--- config.mk ---
export PLATFORM = sky130hd
export DESIGN_NAME = update_the_stopwatch
export DESIGN_NICKNAME = d
export VERILOG_FILES = /design/src/rtl/update_the_stopwatch.sv
export SDC_FILE = /design/constraint.sdc
export NUM_CORES = 1
export LEC_CHECK = 0
export ABC_AREA = 0
export CORE_ASPECT_RATIO = 0.8
export CORE_MARGIN = 2
export CORE_UTILIZATION = 34
export CTS_CLUSTER_SIZE = 40
export DETAILED_ROUTE_END_ITERATION = 6
export DONT_BUFFER_PORTS = 1
export PLACE_DENSITY = 0.53
export SETUP_SLACK_MARGIN = 0.02
export SLEW_MARGIN = 20
export SYNTH_ARGS = -nofsm -noshare
export SYNTH_HDL_FRONTEND = slang
export SYNTH_SLANG_ARGS = --single-unit
--- constraint.sdc ---
create_clock -name clk_100_Mhz -period 2.4 [get_ports clk_100_Mhz]
set_input_delay 0.36 -clock clk_100_Mhz [delete_from_list [all_inputs] [get_ports clk_100_Mhz]]
set_output_delay 0.36 -clock clk_100_Mhz [all_outputs]
set_load 0.02 [all_outputs]
--- src/rtl/update_the_stopwatch.sv ---
// ---------------------------------------------------------------------------
// update_the_stopwatch
//
// Four-digit decimal stopwatch (00.00 .. 99.99 s, 10 ms resolution) that
// drives a four-digit common-anode seven-segment display by time-multiplexed
// scanning and exports the raw BCD digits for debug.
//
// Parameters:
//   TICK_DIV      clock cycles per count step (10 ms at 100 MHz)
//   REFRESH_BITS  width of the free-running scan counter; top 2 bits pick
//                 the digit being displayed
//
// Ports:
//   clk_100_Mhz                in   system clock, rising-edge
//   reset                      in   synchronous, active-low clear
//   start                      in   level run enable (1 = count, 0 = pause)
//   third_hex_digit            out  tens of seconds (BCD)
//   second_hex_digit           out  seconds (BCD)
//   first_hex_digit            out  tenths (BCD)
//   zero_hex_digit             out  hundredths (BCD)
//   anode_bits                 out  digit enables, active-low, bit 3 = left
//   seven_segments_LED_output  out  {a..g}, active-low, bit 6 = a
//   LED_binary_coded_decimal   out  digit currently routed to the decoder
//   decimal_point              out  active-low, lit after the seconds digit
//
// Optional feature macro: STOPWATCH_BLANK_LEADING_ZERO_EN
//   When defined, the leftmost digit is dark while it holds 0.
// ---------------------------------------------------------------------------
module update_the_stopwatch #(
    parameter int TICK_DIV     = 1_000_000,
    parameter int REFRESH_BITS = 20
) (
    input  logic       clk_100_Mhz,
    input  logic       reset,
    input  logic       start,
    output logic [3:0] third_hex_digit,
    output logic [3:0] second_hex_digit,
    output logic [3:0] first_hex_digit,
    output logic [3:0] zero_hex_digit,
    output logic [3:0] anode_bits,
    output logic [6:0] seven_segments_LED_output,
    output logic [3:0] LED_binary_coded_decimal,
    output logic       decimal_point
);

    localparam int              PW        = (TICK_DIV > 1) ? $clog2(TICK_DIV) : 1;
    localparam logic [PW-1:0]   TICK_LAST = PW'(TICK_DIV - 1);

    logic [PW-1:0]           prescaler;
    logic [REFRESH_BITS-1:0] refresh_count;
    logic [1:0]              sel;
    logic                    step;
    logic                    carry_1;
    logic                    carry_2;
    logic                    carry_3;

    // A step needs start high on the same edge, so dropping start blocks a
    // step that would otherwise have fired.
    assign step    = start && (prescaler == TICK_LAST);
    assign carry_1 = step    && (zero_hex_digit   == 4'd9);
    assign carry_2 = carry_1 && (first_hex_digit  == 4'd9);
    assign carry_3 = carry_2 && (second_hex_digit == 4'd9);

    assign sel = refresh_count[REFRESH_BITS-1 -: 2];

    function automatic logic [3:0] bcd_next(input logic [3:0] d);
        return (d == 4'd9) ? 4'd0 : d + 4'd1;
    endfunction

    // Prescaler holds while paused so a pause keeps the partial step.
    // NOTE: sequential state uses non-blocking (<=) so every register samples
    // the pre-edge values of its neighbours, regardless of statement order.
    always_ff @(posedge clk_100_Mhz) begin
        if (!reset) begin
            prescaler <= '0;
        end else if (start) begin
            prescaler <= step ? '0 : prescaler + 1'b1;
        end
    end

    // BCD cascade; the carry out of the tens-of-seconds digit is dropped, so
    // 99.99 wraps to 00.00 and keeps running. Reset wins over a step.
    always_ff @(posedge clk_100_Mhz) begin
        if (!reset) begin
            zero_hex_digit   <= 4'd0;
            first_hex_digit  <= 4'd0;
            second_hex_digit <= 4'd0;
            third_hex_digit  <= 4'd0;
        end else begin
            if (step)    zero_hex_digit   <= bcd_next(zero_hex_digit);
            if (carry_1) first_hex_digit  <= bcd_next(first_hex_digit);
            if (carry_2) second_hex_digit <= bcd_next(second_hex_digit);
            if (carry_3) third_hex_digit  <= bcd_next(third_hex_digit);
        end
    end

    // Free-running scan counter, independent of start.
    always_ff @(posedge clk_100_Mhz) begin
        if (!reset) begin
            refresh_count <= '0;
        end else begin
            refresh_count <= refresh_count + 1'b1;
        end
    end

    // Digit select / anode drive.
    // NOTE: every output of an always_comb gets a default first, so no path
    // through the case leaves a value unassigned and no latch is inferred.
    always_comb begin
        anode_bits               = 4'b1111;
        LED_binary_coded_decimal = third_hex_digit;
        decimal_point            = 1'b1;
        case (sel)
            2'd0: begin
                anode_bits               = 4'b0111;
                LED_binary_coded_decimal = third_hex_digit;
`ifdef STOPWATCH_BLANK_LEADING_ZERO_EN
                if (third_hex_digit == 4'd0) anode_bits = 4'b1111;
`endif
            end
            2'd1: begin
                anode_bits               = 4'b1011;
                LED_binary_coded_decimal = second_hex_digit;
                decimal_point            = 1'b0;
            end
            2'd2: begin
                anode_bits               = 4'b1101;
                LED_binary_coded_decimal = first_hex_digit;
            end
            default: begin
                anode_bits               = 4'b1110;
                LED_binary_coded_decimal = zero_hex_digit;
            end
        endcase
    end

    // Active-low segment decode, {a,b,c,d,e,f,g}.
    always_comb begin
        seven_segments_LED_output = 7'b1111111;
        case (LED_binary_coded_decimal)
            4'd0:    seven_segments_LED_output = 7'b0000001;
            4'd1:    seven_segments_LED_output = 7'b1001111;
            4'd2:    seven_segments_LED_output = 7'b0010010;
            4'd3:    seven_segments_LED_output = 7'b0000110;
            4'd4:    seven_segments_LED_output = 7'b1001100;
            4'd5:    seven_segments_LED_output = 7'b0100100;
            4'd6:    seven_segments_LED_output = 7'b0100000;
            4'd7:    seven_segments_LED_output = 7'b0001111;
            4'd8:    seven_segments_LED_output = 7'b0000000;
            4'd9:    seven_segments_LED_output = 7'b0000100;
            default: seven_segments_LED_output = 7'b1111111;
        endcase
    end

endmodule

==> results.py <==
metrics = {
    "sta": {
        "finalCriticalPeriod_ps": 2350,
        "rsz0062_at_grt": "yes",
        "worst_slew_pin_slew_ps": 650,
        "layout_setup_ws_ps": 54.0,
        "clock.fmax_ghz": 0.426,
        "setup_viol": 0,
        "max_slew_margin": 0.566,
        "skew_ps": 9.40,
        "slew_violations": 0,
        "hold_viol": 0,
        "post-route-period-util": 0.978,
    },
    "global_route": {
        "gr-total-overflow": 0,
        "grt_util_all_layers": 0.135,
        "grt_pass1_wl_um": 10100,
        "antenna_found_initial": 0,
        "grt_max_degree": 38,
        "grt_pass1_vias": 2176,
    },
    "floorplanning": {
        "die_w_um": 107,
        "ios": 35,
        "start_util": 0.346,
        "dieHeight_um": 86.6,
        "num_rows": 30,
        "die-area_sq_um": 9280,
        "core_sq_um": 8370,
    },
    "cts": {
        "cts_tree": "done",
        "clk_pin_slew_ps": 100,
        "cts_buffer_depth": 2,
        "htree_levels": 2,
        "clk_latency_ps": 310,
        "clkSinkCount": 56,
        "cts-buffers-inserted": 5,
        "cts_root_buf": "clkbuf_8",
    },
    "pwr": {
        "seqPwrFrac": 0.584,
        "p_sw_frac": 0.217,
        "net-switching-power_mw": 0.348,
        "p_clk_frac": 0.396,
        "leakagePower_nw": 1.22,
        "powerDensity_nw_per_um2": 466,
        "p_comb_frac": 0.020,
        "p_int_mw": 1.26,
        "ir_drop_mv": 0.246,
    },
    "worst_setup_path": {
        "crit_fanout": 6,
        "critPathRequiredTime_ps": 2040,
        "crit_type": "reg2out",
        "cp-start-kind": "register",
        "critPathArrivalTime_ps": 1990,
        "endpoint_kind": "output pin",
    },
    "synth": {
        "yosys_warnings": 0,
        "yosysUniqueCellTypes": 44,
        "synth.most_common_cell": "dfxtp_1",
        "async_flop_share": 0,
        "synthTopCellsByCount": "56 x dfxtp_1, 55 x nor2_1, 26 x xor2_1, 23 x nand2_1, 19 x nand3_1",
        "synth_area_leaders": "dfxtp_1 39%, xor2_1 7.9%, nor2_1 7.1%",
        "synthesis.area_sq_um": 2900,
        "syn_inst": 339,
        "synth_ff_type": "dfxtp_1",
        "synth_top_area_share": 0.387,
        "synth_edf_count": 0,
        "ys_seq_elements": 56,
        "syn_nets": 349,
        "syn_avg_cell_area_sq_um": 8.54,
        "yosysTopAreaCell": "dfxtp_1",
        "ys_seq_area_frac": 0.387,
    },
    "min_path": {
        "hold_class": "in2reg",
    },
    "cells_and_area": {
        "seq_area_sq_um": 1130,
        "fin_nets": 375,
        "n_antenna_cell": 0,
        "area.growth.synth_to_final_pct": 18.9,
        "multi_input_area_sq_um": 1770,
        "layout-drive-gt1-share": 0.183,
        "final.fill_count": 830,
        "final_util": 0.411,
    },
    "detailed_routing": {
        "vias": 2408,
        "wl_um": 6490,
        "wl_per_cell_um": 13.6,
        "drtIter0Drc": 113,
        "viasPerCell": 5.04,
        "firstDrtPassIters": 4,
        "ant_nets": 0,
        "post-route-drc-count": 0,
    },
    "run_status": {
        "status": "complete, no violations",
    },
    "placement": {
        "dpl_worst_slack_ps": 187,
        "numPortBuffers": 0,
        "place_hpwl_um": 4410,
        "place_congestion": 0.777,
    },
    "job": {
        "max_cap_viol_count": 0,
    },
}
[state kept, by name (all words and copies together) (netlist names)]
signal	flops
refresh_count	20
second_hex_digit	4
first_hex_digit	4
third_hex_digit	4
prescaler	20
zero_hex_digit	4
[cell usage in the layout, fill, tap and decap left out, types with 2 or more instances in the layout]
master    synthesis  layout
inv_2             1       4
or4_1             2       2
nor4bb_1          3       3
nand2_1          23      23
buf_4             1      27
ha_4              0       2
inv_1            10       7
mux2i_1           4       4
nand3_1          19      19
dfxtp_4           0       3
and3_1            5       5
nor2_1           55      53
nor3_2            1       2
nor3_1            5       4
dfxtp_1          56      52
xor2_1           26      26
a31oi_1           3       3
nor2_2            0       2
xnor2_1          14      14
and2_1            4       4
nand2b_1          9       8
mux4_2            4       4
o21ai_2           0       2
or3_1             3       3
ha_1              7       5
clkbuf_8          0       5
nor4_1            7       7
nor2b_1           7       7
and4_1            4       4
clkinv_4          0       2
o31ai_1           3       3
buf_6             0       2
o21ai_0           9       7
nand4_1          14      14
a21oi_1          16      15
[timing repair]
action                     CTS  global route
setup buffers                3             3
gates cloned                 0             1
resized for setup           13            12
hold buffers                 0             0
pin swaps                    2             3
setup endpoints to repair    6             6
[power groups by stage]
| stage | clock, mW | combinational [mW] | sequential, mW |
|---|---|---|---|
| after CTS | 0.658 | 0.0320 | 0.941 |
| after detailed placement | 0 | 0.0321 | 0.963 |
| after global placement | 0 | 0.0322 | 0.963 |
| after floorplan | 0 | 0.0237 | 0.962 |
| final | 0.636 | 0.0315 | 0.938 |
| after global routing | 0.693 | 0.0363 | 0.940 |
[path summary, 6_finish.rpt]
kind | startpoint | end | slack (ps) | cells after the start
worst max-delay path | refresh_count[18] | seven_segments_LED_output[2] | 50 | 6
worst min-delay path | reset | refresh_count[1] | 170 | 1
worst max register to register | prescaler[0] | second_hex_digit[0] | 220 | 6
worst min register to register | refresh_count[0] | refresh_count[0] | 480 | 1
[critical path, stage by stage, from the launching register on]
cell      delay (ps)
dfxtp_4          380
buf_4            140
mux4_2           520
buf_4            200
a211oi_2         220
a31oi_1           60
buf_4            160
[layout make-up]
type | instances | share of cell area
clock inverter | 3 | 0.0138
inverter | 11 | 0.0120
clock buffer | 5 | 0.0200
multi-input combinational | 261 | 0.513
timing repair buffer | 30 | 0.0712
tap | 112 | 0.0407
sequential | 56 | 0.329
[metal layers]
layer,GRT usage,up-vias,routed length [um]
met2,0.211,50,2840
li1,-,1235,-
met1,0.181,1118,3160
met3,0.0421,5,435
met4,0.0366,0,57
met5,0,-,0
[cells by family after synthesis]
| logic type | synth area share |
|---|---|
| AND/OR/NAND/NOR | 0.321 |
| adder cells (fa/ha/maj) | 0.0302 |
| multiplexers | 0.0449 |
| AO/OA/AOI/OAI | 0.0631 |
| flip-flops | 0.387 |
| XOR/XNOR | 0.121 |
| buffers and inverters | 0.0324 |
[metrics by stage]
step	hold slack, ps	setup TNS, ps	power [mW]	area (sq um)	std cells
final	166	0	1.61	3440	478
after detailed placement	453	0	0.995	3180	463
after global routing	147	-22.6	1.67	3440	478
after CTS	156	0	1.63	3350	474
after floorplan	430	0	0.986	2900	339
after global placement	446	0	0.995	3180	463
Note: power is estimated with default switching activity, not from simulation.
